==> src/rtl/btn_event_arbiter_pkg.sv <==
// btn_pkg: shared enums and default parameters for the push-button event front end.
package btn_pkg;
   typedef enum logic {ARB_IDLE, ARB_OFFER} arb_state_t;
   typedef enum logic {EV_PRESS = 1'b0, EV_LONG = 1'b1} ev_kind_t;
   localparam int N_BTN_DEF      = 4;
   localparam int TICK_DIV_DEF   = 250000;
   localparam int DEB_TICKS_DEF  = 4;
   localparam int LONG_TICKS_DEF = 200;
endpackage

==> src/rtl/btn_event_arbiter_if.sv <==
// btn_event_arbiter_if: valid/ready event channel from the button front end to its consumer.
interface btn_event_arbiter_if import btn_pkg::*; #(parameter int N_BTN = N_BTN_DEF);
   logic                     valid;
   logic                     ready;
   logic [$clog2(N_BTN)-1:0] id;
   logic                     long;
   modport master (output valid, id, long, input ready);
   modport slave  (input valid, id, long, output ready);
endinterface

==> src/rtl/btn_debounce_chan.sv <==
// btn_debounce_chan: per-button synchroniser, tick-based debouncer and long-press detector.
module btn_debounce_chan import btn_pkg::*; #(
   parameter int DEB_TICKS  = DEB_TICKS_DEF,
   parameter int LONG_TICKS = LONG_TICKS_DEF
) (
   input  logic clk,
   input  logic rst_n,
   input  logic tick,
   input  logic btn_n_i,
   output logic level,
   output logic press_stb,
   output logic long_stb
);
   localparam int DW = $clog2(DEB_TICKS);
   localparam int HW = $clog2(LONG_TICKS);
   localparam logic [DW-1:0] DEB_MAX   = DW'(DEB_TICKS - 1);
   localparam logic [HW-1:0] HOLD_LAST = HW'(LONG_TICKS - 2);
   logic          sync1_q, sync2_q, sample;
   logic          level_q, level_d, long_done_q, long_done_d;
   logic [DW-1:0] deb_cnt_q, deb_cnt_d;
   logic [HW-1:0] hold_cnt_q, hold_cnt_d;
   assign sample    = ~sync2_q;
   assign level     = level_q;
   assign press_stb = level_d & ~level_q;
   always_comb begin
      level_d     = level_q;
      deb_cnt_d   = deb_cnt_q;
      hold_cnt_d  = hold_cnt_q;
      long_done_d = long_done_q;
      long_stb    = 1'b0;
      if (tick) begin
         if (sample == level_q) deb_cnt_d = '0;
         else if (deb_cnt_q == DEB_MAX) begin
            level_d   = sample;
            deb_cnt_d = '0;
         end else deb_cnt_d = deb_cnt_q + 1'b1;
         // counter stops at LONG_TICKS-1 once long_done is set, so it cannot wrap
         if (!level_q) begin
            hold_cnt_d  = '0;
            long_done_d = 1'b0;
         end else if (!long_done_q) begin
            hold_cnt_d  = hold_cnt_q + 1'b1;
            long_stb    = hold_cnt_q == HOLD_LAST;
            long_done_d = long_stb;
         end
      end
   end
   always_ff @(posedge clk or negedge rst_n) begin
      if (!rst_n) begin
         sync1_q     <= 1'b1;
         sync2_q     <= 1'b1;
         level_q     <= 1'b0;
         deb_cnt_q   <= '0;
         hold_cnt_q  <= '0;
         long_done_q <= 1'b0;
      end else begin
         sync1_q     <= btn_n_i;
         sync2_q     <= sync1_q;
         level_q     <= level_d;
         deb_cnt_q   <= deb_cnt_d;
         hold_cnt_q  <= hold_cnt_d;
         long_done_q <= long_done_d;
      end
   end
endmodule

==> src/rtl/btn_event_arbiter.sv <==
// btn_event_arbiter: debounces N buttons, queues press/long events, serves them round-robin.
module btn_event_arbiter import btn_pkg::*; #(
   parameter int N_BTN      = N_BTN_DEF,
   parameter int TICK_DIV   = TICK_DIV_DEF,
   parameter int DEB_TICKS  = DEB_TICKS_DEF,
   parameter int LONG_TICKS = LONG_TICKS_DEF
) (
   input  logic                 clk,
   input  logic                 rst_n,
   input  logic [N_BTN-1:0]     btn_n,
   output logic [N_BTN-1:0]     btn_level,
   btn_event_arbiter_if.master  ev,
   output logic                 ev_overrun
);
   localparam int CW = $clog2(TICK_DIV);
   localparam int IW = $clog2(N_BTN);
   localparam logic [CW-1:0] TICK_MAX = CW'(TICK_DIV - 1);
   localparam logic [IW-1:0] ID_MAX   = IW'(N_BTN - 1);
   logic [CW-1:0]    tick_cnt_q, tick_cnt_d;
   logic             tick;
   logic [N_BTN-1:0] press_stb, long_stb, any_pend, clr;
   logic [N_BTN-1:0] press_pend_q, press_pend_d, long_pend_q, long_pend_d;
   logic             ev_overrun_q, ev_overrun_d;
   arb_state_t       state_q, state_d;
   ev_kind_t         ev_long_q, ev_long_d;
   logic [IW-1:0]    ev_id_q, ev_id_d, ptr_q, ptr_d, sel;
   assign tick       = tick_cnt_q == TICK_MAX;
   assign tick_cnt_d = tick ? '0 : tick_cnt_q + 1'b1;
   for (genvar i = 0; i < N_BTN; i++) begin : g_chan
      btn_debounce_chan #(.DEB_TICKS(DEB_TICKS), .LONG_TICKS(LONG_TICKS)) u_chan (
         .clk       (clk),
         .rst_n     (rst_n),
         .tick      (tick),
         .btn_n_i   (btn_n[i]),
         .level     (btn_level[i]),
         .press_stb (press_stb[i]),
         .long_stb  (long_stb[i])
      );
   end
   assign any_pend   = press_pend_q | long_pend_q;
   assign ev.valid   = state_q == ARB_OFFER;
   assign ev.id      = ev_id_q;
   assign ev.long    = ev_long_q;
   assign ev_overrun = ev_overrun_q;
   // descending scan so the closest pending button at or after ptr wins
   always_comb begin
      sel = ptr_q;
      for (int k = N_BTN - 1; k >= 0; k--)
         if (any_pend[(int'(ptr_q) + k) % N_BTN]) sel = IW'((int'(ptr_q) + k) % N_BTN);
   end
   always_comb begin
      state_d   = state_q;
      ev_id_d   = ev_id_q;
      ev_long_d = ev_long_q;
      ptr_d     = ptr_q;
      clr       = '0;
      if (state_q == ARB_IDLE) begin
         if (|any_pend) begin
            ev_id_d   = sel;
            ev_long_d = press_pend_q[sel] ? EV_PRESS : EV_LONG;
            state_d   = ARB_OFFER;
         end
      end else if (ev.ready) begin
         clr[ev_id_q] = 1'b1;
         ptr_d        = ev_id_q == ID_MAX ? '0 : ev_id_q + 1'b1;
         state_d      = ARB_IDLE;
      end
      // a strobe in the same cycle as the accept re-sets the bit, so it is offered again
      press_pend_d = (press_pend_q & ~(ev_long_q == EV_PRESS ? clr : '0)) | press_stb;
      long_pend_d  = (long_pend_q & ~(ev_long_q == EV_LONG ? clr : '0)) | long_stb;
      ev_overrun_d = ev_overrun_q | |(press_stb & press_pend_q) | |(long_stb & long_pend_q);
   end
   always_ff @(posedge clk or negedge rst_n) begin
      if (!rst_n) begin
         tick_cnt_q   <= '0;
         press_pend_q <= '0;
         long_pend_q  <= '0;
         ev_overrun_q <= 1'b0;
         state_q      <= ARB_IDLE;
         ev_id_q      <= '0;
         ev_long_q    <= EV_PRESS;
         ptr_q        <= '0;
      end else begin
         tick_cnt_q   <= tick_cnt_d;
         press_pend_q <= press_pend_d;
         long_pend_q  <= long_pend_d;
         ev_overrun_q <= ev_overrun_d;
         state_q      <= state_d;
         ev_id_q      <= ev_id_d;
         ev_long_q    <= ev_long_d;
         ptr_q        <= ptr_d;
      end
   end
endmodule

==> src/flat_wrapper.sv <==
// flat-port wrapper written by rule: the top's interface ports become plain ports
module btn_event_arbiter_flat import btn_pkg::*;
#(
   parameter int N_BTN      = N_BTN_DEF,
   parameter int TICK_DIV   = TICK_DIV_DEF,
   parameter int DEB_TICKS  = DEB_TICKS_DEF,
   parameter int LONG_TICKS = LONG_TICKS_DEF
)
  (clk, rst_n, btn_n, btn_level, ev_overrun, ev_valid, ev_id, ev_long, ev_ready);
  btn_event_arbiter_if #(.N_BTN(N_BTN)) ev_i ();
  input  logic clk;
  input  logic rst_n;
  input  logic [N_BTN-1:0] btn_n;
  output logic [N_BTN-1:0] btn_level;
  output logic ev_overrun;
  output wire logic [$bits(ev_i.valid)-1:0] ev_valid;
  output wire logic [$bits(ev_i.id)-1:0] ev_id;
  output wire logic [$bits(ev_i.long)-1:0] ev_long;
  input wire logic [$bits(ev_i.ready)-1:0] ev_ready;
  assign ev_valid = ev_i.valid;
  assign ev_id = ev_i.id;
  assign ev_long = ev_i.long;
  assign ev_i.ready = ev_ready;
  btn_event_arbiter #(.N_BTN(N_BTN), .TICK_DIV(TICK_DIV), .DEB_TICKS(DEB_TICKS), .LONG_TICKS(LONG_TICKS)) u_core (.clk(clk), .rst_n(rst_n), .btn_n(btn_n), .btn_level(btn_level), .ev(ev_i), .ev_overrun(ev_overrun));
endmodule
==> config.mk <==
export PLATFORM = sky130hd
export DESIGN_NAME = btn_event_arbiter_flat
export DESIGN_NICKNAME = d
export VERILOG_FILES = /design/src/rtl/btn_event_arbiter_pkg.sv /design/src/rtl/btn_event_arbiter_if.sv /design/src/rtl/btn_debounce_chan.sv /design/src/rtl/btn_event_arbiter.sv /design/src/flat_wrapper.sv
export SDC_FILE = /design/constraint.sdc
export NUM_CORES = 1
export LEC_CHECK = 0
export ABC_AREA = 0
export CORE_ASPECT_RATIO = 1.2
export CORE_MARGIN = 4
export CORE_UTILIZATION = 60
export CTS_CLUSTER_DIAMETER = 50
export CTS_CLUSTER_SIZE = 30
export DETAILED_ROUTE_END_ITERATION = 6
export PLACE_DENSITY = 0.86
export SETUP_SLACK_MARGIN = 0.5
export SLEW_MARGIN = 30
export SYNTH_ARGS = -nofsm -noshare
export SYNTH_HDL_FRONTEND = slang
export SYNTH_SLANG_ARGS = --single-unit
==> constraint.sdc <==
create_clock -name clk -period 3.5 [get_ports clk]
set_clock_uncertainty 0.2 [all_clocks]
set_input_delay 0.7 -clock clk [delete_from_list [all_inputs] [get_ports clk]]
set_output_delay 0.7 -clock clk [all_outputs]
set_load 0.01 [all_outputs]
## Yosys cells after proc, flatten, opt, wreduce, memory -nomap -nowiden

Index checks and enable logic that the tools add are counted.

| word-level totals | value |
|---|---|
| register bits | 89 |
| latch bits | 0 |
| RAM bits | 0 |
| ROM bits | 0 |
| input bits | 7 |
| output and inout port bits | 9 |
| logic and storage cells | 187 |
| memories kept | 0 |

| operators by class | value |
|---|---|
| add/subtract/negate cells | 13 |
| $mul | 0 |
| div/mod/pow operators | 0 |
| order comparisons | 7 |
| equal/unequal tests | 18 |
| shifts and indexed selects | 0 |
| mux-type cells | 77 |
| bitwise logic cells | 27 |
| reductions and logical operators | 13 |

Operators by type and width:

| cell | number |
|---|---|
| 2-to-1 mux 8 bit | 8 |
| 2-to-1 mux 1 bit | 45 |
| adder 8 x 1 -> 8 bit (second input constant) | 4 |
| == test 8 bit (second input constant) | 4 |
| 2-to-1 mux 2 bit | 13 |
| adder 18 x 1 -> 18 bit (second input constant) | 1 |
| == test 18 bit (second input constant) | 1 |
| 2-to-1 mux 18 bit | 1 |
| bitwise AND 4 bit | 4 |
| 2-to-1 mux 4 bit | 4 |
| adder 2 x 1 -> 2 bit (second input constant) | 6 |
| less-than comparator 3 x 4 -> 1 bit (second input constant) | 3 |
| OR 4 bit | 3 |
| AND reduction 2 bit | 6 |
| OR reduction 4 bit | 3 |
| binary-select mux 1 bit (select 2 bit) | 5 |
| == test 2 bit (second input constant) | 5 |
| less-than comparator 2 x 3 -> 1 bit (second input constant) | 3 |
| NOT 1 bit | 9 |
| inequality test 2 bit (second input constant) | 4 |
| NOT 4 bit | 2 |
| OR reduction 2 bit | 3 |
| adder 2 bit (second input constant) | 2 |
| bitwise AND 1 bit | 4 |
| other kinds (6) | 12 |

## Longest topological paths before layout

| logic depth | value |
|---|---|
| word-level depth | 13 |
| depth in mapped cells | 10 |

## Modules after synthesis

A second synthesis with hierarchy kept.

| unflattened totals | value |
|---|---|
| cell total of the unflattened synthesis | 473 |
| area, all modules | 4767.1 um^2 |

Modules (own cells, without submodules):

| module | times used | cells an instance | area an instance (um^2) | seq. area each (um^2) |
|---|---|---|---|---|
| btn_debounce_chan | 4 | 77 | 762.0 | 352.8 |
| btn_event_arbiter | 1 | 165 | 1719.1 | 825.8 |

## Least setup slack after synthesis

OpenSTA, ideal clock, no wires.

| timing | value |
|---|---|
| path type | reg2reg |
| start point | register u_core.tick_cnt_q[8] |
| end point | register u_core.g_chan[0].u_chan.hold_cnt_q[7] |
| data arrival time | 2189 ps |
| slack | 1044 ps |
| stages on the path, launching flop included | 8 |
| cells stage by stage | dfrtp_1 > or4b_1 > or4_1 > or2_1 > buf_2 > buf_6 > o41ai_2 > a22o_1 |

| between the ends | value |
|---|---|
| word-level cells in the longest chain between the ends | 2 |

Ends and longest elaborated chain:

| what | line | RTL |
|---|---|---|
| from (decl) | btn_event_arbiter.sv:19 | `logic [CW-1:0] tick_cnt_q, tick_cnt_d;` |
| from (signal assigned) | btn_event_arbiter.sv:84 | `tick_cnt_q <= tick_cnt_d;` |
| == test 18 bit | btn_event_arbiter.sv:27 | `assign tick = tick_cnt_q == TICK_MAX;` |
| AND reduction 2 bit (no source line) | -- |  |
| to (signal assigned) | btn_debounce_chan.sv:61 | `hold_cnt_q <= hold_cnt_d;` |
| to (decl) | btn_debounce_chan.sv:21 | `logic [HW-1:0] hold_cnt_q, hold_cnt_d;` |

Every way passes these cells.
A chain may end at the register's enable or synchronous reset.

## Worst setup path in the final report

| timing | value |
|---|---|
| start point | register u_core.tick_cnt_q[9] |
| end point | register u_core.g_chan[0].u_chan.hold_cnt_q[6] |

The elaborated chain is that of the path after synthesis.

==> flow_summary.json <==
{
  "die_w_um": 88.7,
  "worstSetupPathType": "reg -> reg",
  "layout_min_cycle_time_ns": 2.72,
  "cts_buffers": 9,
  "rsz0062_at_grt": "false",
  "place.gp.congestion": 0.884,
  "tritoncts": "built",
  "ir_worst_vdd_uv": 390,
  "pin_count": 16,
  "cts_resized": 0,
  "synth-edff-count": 0,
  "worstPathArrival_ns": 2.80,
  "power.density_nw_per_um2": 475,
  "cts-root-buf": "clkbuf_8",
  "hold_path_class": "reg -> reg",
  "ys_async_sr_fraction": 1.00,
  "grt_pass1_wl_mm": 16.6,
  "cts.sinks": 89,
  "crit_slowest_cell": "or4b_1",
  "status": "finished, final reports clean",
  "dp_hpwl_mm": 6.39,
  "finalHoldViolations": 0,
  "htreeDepth": 3,
  "max_cap_viol_count": 0,
  "clk_latency_ns": 0.37,
  "hold_ws_ns": 0.159,
  "ys_ff_latch": 89,
  "grt_max_degree": 90,
  "total_power_w": 0.00242,
  "clockBufferDepth": 2,
  "slew_headroom": 0.473,
  "synth_top_cell_by_area": "dfrtp_1",
  "synth_cell_types": 58,
  "rows": 35,
  "cts.hold.buffers_added": 0,
  "synth-seq-area-share": 0.477,
  "path_cells": "or4b_1 > or4_1 > or2_4 > o41a_1 > o21ai_1",
  "antennaDiodeCount": 0,
  "start_util": 0.612,
  "avgSynthCellArea_um2": 9.83,
  "crit_path_end_kind": "flip-flop",
  "nNetsFinal": 506,
  "portBuffers": 15,
  "die_height_um": 105,
  "synth_commonest_cells": "81 x dfrtp_1, 69 x nand2_1, 35 x nor2_1, 31 x nand3_1, 26 x o21ai_0",
  "fin_setup_tns_ns": 0,
  "required_ns": 3.58,
  "synth_fp_nets": 501,
  "grt_pass1_vias": 3607,
  "track_usage": 0.225,
  "synth_area_um2": 4690,
  "finalSetupViolations": 0,
  "via_count": 3648,
  "post-cts-setup-buffer-count": 0,
  "cp_max_fo": 51,
  "ys.flop_type": "dfrtp_1",
  "coreArea_um2": 7660,
  "syn_inst": 477,
  "drcViolationCount": 0,
  "tightest_slew_ns": 0.791,
  "ys.warnings.count": 0,
  "clk_pin_slew_ns": 0.09,
  "synth_top_area_frac": 0.432,
  "dieArea_um2": 9300,
  "post_drt_wl_per_cell_um": 16.6,
  "max_freq_mhz": 368,
  "slowest_delay_ns": 0.52,
  "syn2layout_area_growth_pct": 8.75,
  "avgViaCountPerCell": 6.30,
  "drt_first_pass_iters": 5,
  "critPathLaunchType": "flip-flop",
  "period_share": 0.777,
  "final_layout_size_suffix_gt1_frac": 0.0986,
  "leakagePower_nw": 2.18,
  "synth.most_common_cell": "dfrtp_1",
  "antenna_found_initial": 0,
  "maxSlewViolCount": 0,
  "final_antenna_net_count": 0,
  "dr.first_iter.drc_count": 299,
  "grt_overflow": 0,
  "synthTopCellsByArea": "dfrtp_1 43%, nand2_1 5.5%, ha_1 4.5%",
  "wl_mm": 9.62
}
-- state kept, by name, indices dropped and copies added (netlist names) --
name                              cells
u_core.g_chan.u_chan.hold_cnt_q      32
u_core.ptr_q                          2
u_core.ev.long                        1
u_core.ev.valid                       1
u_core.long_pend_q                    4
u_core.ev.id                          2
u_core.tick_cnt_q                    18
u_core.g_chan.u_chan.sync2_q          4
u_core.g_chan.u_chan.long_done_q      4
u_core.ev_overrun                     1
u_core.g_chan.u_chan.level            4
u_core.press_pend_q                   4
u_core.g_chan.u_chan.deb_cnt_q        8
u_core.g_chan.u_chan.sync1_q          4
-- stage by stage --
| stage | cell area, µm² | util | instances | setup WS (ns) |
|---|---|---|---|---|
| final | 5100 | 0.665 | 579 | 0.781 |
| after global routing | 5100 | 0.665 | 579 | 0.646 |
| after CTS | 5100 | 0.665 | 579 | 0.520 |
| after detailed placement | 4860 | 0.635 | 563 | 0.555 |
| after global placement | 4860 | 0.634 | 563 | 0.647 |
| after floorplan | 4690 | - | 477 | 1.04 |
-- cells in the final DEF, fill, tap and decap left out, types with 3 or more instances in the layout --
master,instances
mux2i_1,7
dfrtp_1,81
nor3_1,4
o21ai_0,26
nand2_1,69
o31ai_1,9
o41ai_1,10
inv_1,13
o41ai_2,4
and3_1,5
dfstp_2,8
a21oi_1,11
ha_1,17
clkdlybuf4s50_1,14
a22o_1,24
or3_1,6
nand4_1,7
xor2_1,6
nand3_1,31
nor4b_1,3
nand2b_1,3
nand4b_1,4
xnor2_1,16
nor2_1,35
nor2b_1,5
nor3_2,4
nor4_1,3
buf_4,7
clkbuf_8,11
-- layout make-up --
type,count,area (µm²)
tap,92,115
multi-input combinational,347,2260
clock buffer,12,155
clock inverter,4,76.3
inverter,13,48.8
sequential,89,2240
timing repair buffer,22,204
fill,565,2560
-- per-layer routing --
| metal | track usage | routed length (µm) | vias to the layer above | part of all wire |
|---|---|---|---|---|
| met5 | 0 | 0 | - | 0 |
| met4 | 0.0940 | 317 | 0 | 0.033 |
| met3 | 0.0528 | 435 | 29 | 0.045 |
| met2 | 0.352 | 4810 | 105 | 0.50 |
| met1 | 0.298 | 4050 | 1785 | 0.42 |
| li1 | - | - | 1729 | - |
-- where the power goes --
| group | internal, W | total (W) | switching (W) |
|---|---|---|---|
| Sequential | 0.00109 | 0.00120 | 0.000106 |
| Clock | 0.000443 | 0.000809 | 0.000366 |
| Combinational | 0.000192 | 0.000418 | 0.000227 |
-- logic make-up (layout without fill, tap and decap cells) --
kind of cell,after synthesis,count (layout),share of synthesized area
DFF,89,89,0.477
AOI/OAI and AO/OA,105,105,0.167
muxes,9,9,0.0222
and+or+nand+nor,194,194,0.206
xor gates and xnor gates,22,22,0.0411
buffers and inverters,41,51,0.0408
adders and majority gates,17,17,0.0454
-- final timing paths --
| kind | startpoint | to | slack (ns) | depth (start not counted) |
|---|---|---|---|---|
| hold / removal | u_core.g_chan[1].u_chan.sync1_q | u_core.g_chan[1].u_chan.sync2_q | 0.16 | 0 |
| hold reg to reg | u_core.g_chan[1].u_chan.sync1_q | u_core.g_chan[1].u_chan.sync2_q | 0.16 | 0 |
| setup / recovery | u_core.tick_cnt_q[9] | u_core.g_chan[0].u_chan.hold_cnt_q[6] | 0.78 | 5 |
| max in group asynchronous | rst_n | u_core.g_chan[0].u_chan.hold_cnt_q[1] | 2.37 | 1 |
| min in group asynchronous | rst_n | u_core.g_chan[2].u_chan.hold_cnt_q[0] | 0.18 | 1 |
| setup reg to reg | u_core.tick_cnt_q[9] | u_core.g_chan[0].u_chan.hold_cnt_q[6] | 0.78 | 5 |
-- critical path: cells and delay by family (launching register included) --
family / cells / cell delay [ns]
flip-flops: 1 / 0.41
AND/OR/NAND/NOR: 3 / 1.40
AO/OA/AOI/OAI: 2 / 0.62
Note: power is estimated with default switching activity, not from simulation.
